**src/rtl/if_id_queue_pkg.sv**
```systemverilog
// Shared types and constants for the IF/ID instruction queue.
// Optional build macro: IFQ_BYPASS_EN (zero-latency forwarding when the queue is empty).
package if_id_queue_pkg;

    localparam int IFQ_DEPTH_DEFAULT = 4;
    localparam int INSTR_W           = 32;
    localparam int PC_W              = 32;

    // One fetched instruction with its PC; also used by the IF/ID register and ID stage.
    typedef struct packed {
        logic [PC_W-1:0]    pc;
        logic [INSTR_W-1:0] instruction;
    } fetch_entry_t;

    function automatic fetch_entry_t make_entry(input logic [PC_W-1:0] pc,
                                                input logic [INSTR_W-1:0] instruction);
        fetch_entry_t e;
        e.pc          = pc;
        e.instruction = instruction;
        return e;
    endfunction

endpackage

```
**src/rtl/if_id_queue_if.sv**
```systemverilog
// Handshake bundle between IF (producer), ID (consumer), EXE flush and the queue.
// Optional build macro affecting the queue: IFQ_BYPASS_EN.
interface if_id_queue_if #(parameter int AW = 2);

    logic          in_valid;
    logic [31:0]   in_pc;
    logic [31:0]   in_instruction;
    logic          in_ready;
    logic          flush;
    logic          out_ready;
    logic          out_valid;
    logic [31:0]   out_pc;
    logic [31:0]   out_instruction;
    logic [AW:0]   count;

    // Pipeline side: drives fetch data, flush and consume; observes queue state.
    modport master (
        output in_valid, in_pc, in_instruction, flush, out_ready,
        input  in_ready, out_valid, out_pc, out_instruction, count
    );

    // Queue side.
    modport slave (
        input  in_valid, in_pc, in_instruction, flush, out_ready,
        output in_ready, out_valid, out_pc, out_instruction, count
    );

endinterface

```
**src/rtl/if_id_queue_storage.sv**
```systemverilog
// Entry storage for the IF/ID queue: DEPTH registers, synchronous write, asynchronous read.
// Optional build macro affecting the queue: IFQ_BYPASS_EN (not used here).
module ifq_storage
    import if_id_queue_pkg::*;
#(
    parameter int DEPTH = IFQ_DEPTH_DEFAULT,
    parameter int AW    = $clog2(DEPTH)
) (
    input  logic          clk,
    input  logic          i_we,
    input  logic [AW-1:0] i_waddr,
    input  fetch_entry_t  i_wdata,
    input  logic [AW-1:0] i_raddr,
    output fetch_entry_t  o_rdata
);

    fetch_entry_t w_entries [DEPTH];

    genvar gi;
    generate
        for (gi = 0; gi < DEPTH; gi++) begin : g_entry
            fetch_entry_t r_entry;

            // Capture the incoming entry when this slot is the write target.
            always_ff @(posedge clk) begin
                if (i_we && (i_waddr == AW'(gi))) begin
                    r_entry <= i_wdata;
                end
            end

            assign w_entries[gi] = r_entry;
        end
    endgenerate

    // Head read is combinational so the queue output tracks rd_ptr immediately.
    assign o_rdata = w_entries[i_raddr];

endmodule

```
**src/rtl/if_id_queue.sv**
```systemverilog
// IF/ID instruction queue: in-order {pc, instruction} FIFO with flush on taken branch.
// Optional build macro: IFQ_BYPASS_EN forwards in_* to out_* when empty (0-cycle latency).
module if_id_queue
    import if_id_queue_pkg::*;
#(
    parameter int DEPTH = IFQ_DEPTH_DEFAULT,
    parameter int AW    = $clog2(DEPTH)
) (
    input  logic          clk,
    input  logic          rst,
    if_id_queue_if.slave  bus
);

    localparam logic [AW:0] FULL_COUNT = (AW+1)'(DEPTH);

    logic [AW-1:0] r_wr_ptr;
    logic [AW-1:0] r_rd_ptr;
    logic [AW:0]   r_count;

    logic          w_full;
    logic          w_empty;
    logic          w_enq;
    logic          w_deq;
    logic          w_bypass;
    logic          w_bypass_take;
    logic          w_out_valid;
    fetch_entry_t  w_wr_entry;
    fetch_entry_t  w_head_entry;
    fetch_entry_t  w_out_entry;

    assign w_wr_entry = make_entry(bus.in_pc, bus.in_instruction);

    ifq_storage #(
        .DEPTH (DEPTH),
        .AW    (AW)
    ) u_storage (
        .clk     (clk),
        .i_we    (w_enq),
        .i_waddr (r_wr_ptr),
        .i_wdata (w_wr_entry),
        .i_raddr (r_rd_ptr),
        .o_rdata (w_head_entry)
    );

    // Handshake decode; flush cancels both sides, full/empty come from count alone.
    always_comb begin
        w_full        = (r_count == FULL_COUNT);
        w_empty       = (r_count == '0);
`ifdef IFQ_BYPASS_EN
        w_bypass      = w_empty & bus.in_valid & ~bus.flush;
        w_bypass_take = w_bypass & bus.out_ready;
`else
        w_bypass      = 1'b0;
        w_bypass_take = 1'b0;
`endif
        // A bypassed entry consumed the same cycle is never written.
        w_enq         = bus.in_valid & ~w_full & ~bus.flush & ~w_bypass_take;
        w_deq         = ~w_empty & bus.out_ready & ~bus.flush;
    end

    // Output mux: forwarded input when bypassing, else the head entry, else zeros.
    always_comb begin
        w_out_valid = 1'b0;
        w_out_entry = '0;
        if (w_bypass) begin
            w_out_valid = 1'b1;
            w_out_entry = w_wr_entry;
        end else if (!w_empty) begin
            w_out_valid = 1'b1;
            w_out_entry = w_head_entry;
        end
    end

    // Pointer and occupancy update; reset beats flush, flush beats traffic.
    always_ff @(posedge clk) begin
        if (rst) begin
            r_wr_ptr <= '0;
            r_rd_ptr <= '0;
            r_count  <= '0;
        end else if (bus.flush) begin
            r_wr_ptr <= '0;
            r_rd_ptr <= '0;
            r_count  <= '0;
        end else begin
            if (w_enq) begin
                r_wr_ptr <= r_wr_ptr + 1'b1;
            end
            if (w_deq) begin
                r_rd_ptr <= r_rd_ptr + 1'b1;
            end
            case ({w_enq, w_deq})
                2'b10:   r_count <= r_count + 1'b1;
                2'b01:   r_count <= r_count - 1'b1;
                default: r_count <= r_count;
            endcase
        end
    end

    assign bus.in_ready        = ~w_full;
    assign bus.out_valid       = w_out_valid;
    assign bus.out_pc          = w_out_entry.pc;
    assign bus.out_instruction = w_out_entry.instruction;
    assign bus.count           = r_count;

endmodule

```
**src/flat_wrapper.sv**
```systemverilog
// flat-port wrapper written by rule: the top's interface ports become plain ports
module if_id_queue_flat import if_id_queue_pkg::*;
#(
    parameter int DEPTH = IFQ_DEPTH_DEFAULT,
    parameter int AW    = $clog2(DEPTH)
)
  (clk, rst, bus_in_valid, bus_in_pc, bus_in_instruction, bus_flush, bus_out_ready, bus_in_ready, bus_out_valid, bus_out_pc, bus_out_instruction, bus_count);
  if_id_queue_if #(.AW(AW)) bus_i ();
  input  logic clk;
  input  logic rst;
  input wire logic [$bits(bus_i.in_valid)-1:0] bus_in_valid;
  input wire logic [$bits(bus_i.in_pc)-1:0] bus_in_pc;
  input wire logic [$bits(bus_i.in_instruction)-1:0] bus_in_instruction;
  input wire logic [$bits(bus_i.flush)-1:0] bus_flush;
  input wire logic [$bits(bus_i.out_ready)-1:0] bus_out_ready;
  output wire logic [$bits(bus_i.in_ready)-1:0] bus_in_ready;
  output wire logic [$bits(bus_i.out_valid)-1:0] bus_out_valid;
  output wire logic [$bits(bus_i.out_pc)-1:0] bus_out_pc;
  output wire logic [$bits(bus_i.out_instruction)-1:0] bus_out_instruction;
  output wire logic [$bits(bus_i.count)-1:0] bus_count;
  assign bus_i.in_valid = bus_in_valid;
  assign bus_i.in_pc = bus_in_pc;
  assign bus_i.in_instruction = bus_in_instruction;
  assign bus_i.flush = bus_flush;
  assign bus_i.out_ready = bus_out_ready;
  assign bus_in_ready = bus_i.in_ready;
  assign bus_out_valid = bus_i.out_valid;
  assign bus_out_pc = bus_i.out_pc;
  assign bus_out_instruction = bus_i.out_instruction;
  assign bus_count = bus_i.count;
  if_id_queue #(.DEPTH(DEPTH), .AW(AW)) u_core (.clk(clk), .rst(rst), .bus(bus_i));
endmodule
```
**config.mk**
```make
export PLATFORM = sky130hd
export DESIGN_NAME = if_id_queue_flat
export DESIGN_NICKNAME = d
export VERILOG_FILES = /design/src/rtl/if_id_queue_pkg.sv /design/src/rtl/if_id_queue_if.sv /design/src/rtl/if_id_queue_storage.sv /design/src/rtl/if_id_queue.sv /design/src/flat_wrapper.sv
export SDC_FILE = /design/constraint.sdc
export NUM_CORES = 1
export LEC_CHECK = 0
export ABC_AREA = 0
export ABC_CLOCK_PERIOD_IN_PS = 4790
export BUFFER_PORTS_ARGS = -buffer_cell sky130_fd_sc_hd__buf_2
export CORE_AREA = 2 2 132 134
export CTS_BUF_LIST = sky130_fd_sc_hd__clkbuf_16
export DETAILED_ROUTE_END_ITERATION = 12
export DIE_AREA = 0 0 134 136
export PLACE_DENSITY = 0.9
export SLEW_MARGIN = 20
export SYNTH_ARGS = -nofsm -noshare
export SYNTH_HDL_FRONTEND = slang
export SYNTH_SLANG_ARGS = --single-unit
```
**constraint.sdc**
```tcl
create_clock -name clk -period 4.79 [get_ports clk]
set_input_delay 0.2395 -clock clk [delete_from_list [all_inputs] [get_ports clk]]
set_output_delay 0.2395 -clock clk [all_outputs]
set_load 0.005 [all_outputs]
```
# --- Word-level counts from Yosys, hierarchy flattened ---
# Cells that the tools add are included.
classes:
  n_bitwise: 8
  order_cmp: 1
  n_shift: 0
  multipliers: 0
  n_eq_ne: 6
  n_addsub: 4
  muxes: 6
  div_mod_pow: 0
  n_reduce_logical: 8
op_table:
  columns: ["operator", "n"]
  rows:
  - ["64-bit 2-to-1 mux", 3]
  - ["64-bit binary-select mux with 2-bit select", 1]
  - ["2-bit == test, second input constant", 3]
  - ["3-bit one-hot mux with 2 select lines", 1]
  - ["2-bit by 1-bit adder with 2-bit output, second input constant", 2]
  - ["1-bit bitwise AND", 4]
  - ["2-bit by 1-bit == test with 1-bit output, second input constant", 2]
  - ["1-bit logical AND", 4]
  - ["3-bit by 1-bit adder with 3-bit output, second input constant", 1]
  - ["3-bit == test, second input constant", 1]
  - ["3-bit greater-or-equal comparator, second input constant", 1]
  - ["3-bit zero test", 1]
  - ["1-bit inverter", 3]
  - ["2-bit inverter with 3-bit output", 1]
  - ["3-bit by 1-bit subtractor with 3-bit output, second input constant", 1]
  - ["2-bit zero test", 1]
  - ["2-bit nonzero test", 1]
  - ["2-bit OR reduction", 1]
  - ["1-bit 2-to-1 mux", 1]
totals:
  latch_bits: 0
  ram_bits: 0
  regBits: 263
  input_bits: 69
  n_memories: 0
  rom_bits: 0
  elab_cells: 44
  output_inout_bits: 69

# --- Logic depth before layout (Yosys ltp) ---
logic_depth:
  ltp_word: 6
  mapped_depth: 10
  mapped_depth_nobuf: 9

# --- By module ---
# Synthesis repeated with hierarchy kept, for this count alone.
unflattened:
  hier_cells: 450
  hier_area_um2: 10186.0
modules_own_cells:
  columns: ["mod", "cells_per_inst", "seq_area_each_um2", "instances", "area_per_inst_um2"]
  rows:
  - ["ifq_storage", 338, 7687.4, 1, 9341.5]
  - ["if_id_queue", 112, 140.1, 1, 844.6]

# --- Worst setup path after synthesis ---
# No wires, ideal clock.
synth_timing:
  path_kind: "register to register"
  startpoint: "register u_core.r_count[0], in the netlist u_core.bus.count[0]"
  endpoint: "register u_core.u_storage.g_entry[0].r_entry[0] (netlist bit), enable pin"
  required_time_ps: 4361
  period_less_slack_ps: 2692
  setup_ps: 429
  path_slack_ps: 2098
  path_stages_with_launch: 4
  path_buffers: 1
  arrival_ps: 2262
  cell_sequence: "dfxtp_1 -> or3b_1 -> buf_2 -> and3_1"
synth_between:
  elab_chain_len: 5
synth_rtl:
  columns: ["item", "line_no", "text"]
  rows:
  - ["start: declaration", "if_id_queue.sv:18", "logic [AW:0] r_count;"]
  - ["start signal: assignment", "if_id_queue.sv:92", "2'b10: r_count <= r_count + 1'b1;"]
  - ["start signal: assignment", "if_id_queue.sv:93", "2'b01: r_count <= r_count - 1'b1;"]
  - ["start signal: assignment", "if_id_queue.sv:94", "default: r_count <= r_count;"]
  - ["3-bit == test", "if_id_queue.sv:47", "w_full = (r_count == FULL_COUNT);"]
  - ["1-bit inverter", null, null]
  - ["net bus_in_ready", "flat_wrapper.sv:16", "output wire logic [$bits(bus_i.in_ready)-1:0] bus_in_ready;"]
  - ["1-bit bitwise AND (2 in series)", "if_id_queue.sv:57", "w_enq = bus.in_valid & ~w_full & ~bus.flush & ~w_bypass_take;"]
  - ["1-bit logical AND", "if_id_queue_storage.sv:26", "if (i_we && (i_waddr == AW'(gi))) begin"]
  - ["end signal: assignment", "if_id_queue_storage.sv:27", "r_entry <= i_wdata;"]
  - ["end: declaration", "if_id_queue_storage.sv:22", "fetch_entry_t r_entry;"]
# The timed path passes the listed nets, and every way through them passes these cells.
# A chain may end at the register's enable or synchronous reset.

# --- Worst setup path after layout ---
layout_timing:
  startpoint: "register u_core.r_rd_ptr[0]"
  endpoint: "output port bus_out_pc[13]"
layout_between:
  elab_chain_len: 5
layout_rtl:
  columns: ["item", "line_no", "text"]
  rows:
  - ["start: declaration", "if_id_queue.sv:17", "logic [AW-1:0] r_rd_ptr;"]
  - ["start signal: assignment", "if_id_queue.sv:89", "r_rd_ptr <= r_rd_ptr + 1'b1;"]
  - ["2-bit inverter with 3-bit output (implied by the code)", "if_id_queue_storage.sv:36", "assign o_rdata = w_entries[i_raddr];"]
  - ["64-bit binary-select mux with 2-bit select", "if_id_queue_storage.sv:36", null]
  - ["64-bit 2-to-1 mux (implied by the code) (2 in series)", "if_id_queue_storage.sv:36", null]
  - ["64-bit 2-to-1 mux", "if_id_queue.sv:68", "end else if (!w_empty) begin"]
  - ["end: declaration", "flat_wrapper.sv:18", "output wire logic [$bits(bus_i.out_pc)-1:0] bus_out_pc;"]
# No other way between the ends. The select of a mux whose other input is x is not followed.

==> results.md <==
- Worst rel slew slack: 34.0%
- Layout Utilization: 73.5%
- Synth Register Bits: 263
- CTS tree: done
- Crit Path Class: reg2out
- Outcome: finished, final reports clean
- Fin area: 0.0124 mm2
- Yosys cell types: 25
- Total track usage: 21.4%
- Synthesized-area fraction occupied by adder cells: 0.818%
- Routed vias/inst: 5.68
- First-pass GRT wire length: 29.4 mm
- Core Region: 0.0169 mm2
- Period utilisation layout: 60.6%
- Worst path arrival time: 2.66 ns
- Dpl hpwl: 10.5 mm
- H-tree depth: 1
- DRC: 0
- Post-synthesis mux area share: 14.3%
- Crit path largest cell delay: 0.77 ns
- Number of gates resized after CTS: 0
- Syn avg cell area: 22.1 um2
- Total congestion overflow: 0
- Final Hold Fails: 0
- Post-synthesis sequential area ratio: 77.5%
- Compound-Gate Fraction of Synth Area: 0.508%
- Synth Area in XOR/XNOR: 0.347%
- LEAKAGE: 4.33 nW
- Clock-pin slew on the worst setup and hold paths: 0.06 ns
- Post-layout minimum cycle time: 2.90 ns
- Top FF cell, synth: edfxtp_1
- Clk Tree Root Cell: clkbuf_16
- Post-CTS Setup Inserts: 0
- MaxCap Viol Count: 0
- Fillers: 952
- Die Area: 0.0182 mm2
- Ys Warns: 0
- Largest net degree at the start of global routing: 66
- Setup Viol. Count Final: 0
- Final hold slack: 0.0391 ns
- Initial DRC count: 368
- RSZ-0062 raised after global routing: no
- Fmax: 0.345 GHz
- Reg2reg start: u_core.bus.count[2]$_SDFFE_PP0P_
- Number of cells after detailed placement: 798
- CTS Buffer Depth: 3
- Layout cells sized above 1: 35.5%
- Cell area after synthesis: 0.0101 mm2
- Slew at the pin closest to its max-slew limit: 0.990 ns
- Footprint of the multi-input gates: 0.00214 mm2
- Largest family of logic cells by synthesized area: multiplexers
- Synth-to-layout area growth: 22.8%
- DR pass1 iterations: 5
- Register area: 0.00784 mm2
- Slowest-stage cell, CP: dfxtp_4
- Cell Chain, Critical Path: buf_4 > mux4_2 > and2_1 > buf_2
- Max Slew Vio Count: 0
- Post-synthesis async set-or-reset flop share: 0%
- CP Data Required Time: 4.55 ns
- Vias in the first global route: 5421
- Routed wire length: 19.2 mm
- Simple-gate share of the synthesized area: 5.00%
- Post-synth EDFFs: 256
- Cts bufs inserted: 26
- DR vias: 5164
- Worst setup startpoint: u_core.r_rd_ptr[0]$_SDFFE_PP0P_
- Setup Skew: 0.0102 ns
- Power Density: 371 mW/mm2
- Placed Area: 0.0110 mm2
- Final ANT Viol Nets: 0
- I/O pins: 138
- Starting density of the core: 59.9%
- Worst vdd rail ir drop: 0.275 mV
- CTS sink count: 263
- Syn nets: 532
- Critical path launch point type: flop
- Port bufs: 137
- Die Ht: 136 um
- Inserted Diodes: 0
- Clock Latency Late Sink: 0.51 ns
- Layout Nets: 740
- Mapped Cells: 457
- Worst setup EP type: output pin
- Die Width: 134 um
- Row count: 48
- Min-delay src: rst
- Critical-path maximum fanout: 34
- Initial antenna violation count: 1
- Layout Cells excl Fill: 909
- Hold Crit Class: in2reg
- Drt wl/cell: 21.2 um
- Setup TNS: 0 ns
- Routability cong.: 0.719
==> flip-flops by register name (all words and copies together) (netlist names) <==
register	flops
u_core.r_wr_ptr	2
u_core.bus.count	3
u_core.u_storage.g_entry.r_entry	256
u_core.r_rd_ptr	2
==> through the flow <==
step                      setup WS, ns  power, W
after CTS                         1.81   0.00463
after detailed placement          2.32   0.00278
after global routing              1.68   0.00474
after global placement            2.37   0.00276
after floorplan                   2.10   0.00269
final                             1.89   0.00461
==> Yosys cell counts, types with 3 or more instances <==
cell	n	area share, %
xor2_1	4	0.35
clkbuf_1	9	0.33
ha_1	5	0.62
nor2_1	7	0.26
dfxtp_1	7	1.4
and2_1	64	4.0
buf_6	5	0.56
buf_2	9	0.45
a21oi_1	3	0.15
mux4_2	64	14
and3_1	4	0.25
inv_1	6	0.22
edfxtp_1	256	76
==> cells by family (layout without fill, tap and decap cells) <==
group,after synthesis,in the layout
simple gates,83,83
flops,263,263
mux,64,64
buf+inv,29,256
fa+ha+maj,6,6
compound gates,8,8
xor+xnor,4,4
==> critical path: cells and delay by family (launching register included) <==
| kind | cells | cell delay (ns) |
|---|---|---|
| buffers and inverters | 2 | 0.58 |
| AND/OR/NAND/NOR | 1 | 0.18 |
| flip-flops | 1 | 0.77 |
| multiplexers | 1 | 0.59 |
==> timing repair <==
item / 4_1_cts / 5_1_grt
hold buffers: 64 / 0
setup endpoints to repair: 0 / 0
endpoints found under the hold margin: 256 / 0
==> metal layers <==
| metal | up-vias | GRT usage [%] | share of wire [%] |
|---|---|---|---|
| met5 | - | 0 | 0.068 |
| li1 | 2265 | - | - |
| met1 | 2663 | 29.2 | 40 |
| met3 | 42 | 3.43 | 5.7 |
| met2 | 192 | 36.4 | 52 |
| met4 | 2 | 6.09 | 2.1 |
==> placed cells by master (no fill, tap or decap), drive strengths merged <==
cell type	Yosys	final
clkinv	0	13
buf	14	139
and3	4	4
or3	2	2
clkbuf	9	27
inv	6	12
dlygate4sd3	0	64
fa	1	1
or2	1	1
xor2	4	4
nor2	7	7
a21oi	3	3
nand4	1	1
ha	5	5
mux4	64	64
o311ai	1	1
dfxtp	7	7
edfxtp	256	256
nand3	1	1
bufinv	0	1
o21ai	1	1
a21o	1	1
nor2b	1	1
or3b	1	1
o31ai	2	2
and2	65	65
==> layout make-up <==
class                      instances  share of cell area, %
clock inverter                    20                  0.847
tap                              225                   2.27
multi-input combinational        165                   17.3
sequential                       263                   63.2
clock buffer                      27                   5.45
inverter                           6                  0.182
timing repair buffer             203                   10.8
==> final timing paths <==
kind | slack (ns) | cells after the start | endpoint
max reg2reg | 2.31 | 9 | u_core.bus.count[2]$_SDFFE_PP0P_
min reg2reg | 0.56 | 2 | u_core.bus.count[2]$_SDFFE_PP0P_
min | 0.04 | 4 | u_core.r_wr_ptr[1]$_SDFFE_PP0P_
max | 1.89 | 4 | bus_out_pc[13]
==> where the power goes <==
group	switching (W)	total (W)	internal (W)
Sequential	0.0000118	0.00257	0.00256
Clock	0.000773	0.00183	0.00106
Combinational	0.0000923	0.000199	0.000107
Total	0.000877	0.00461	0.00373
(Power assumes the default switching activity.)
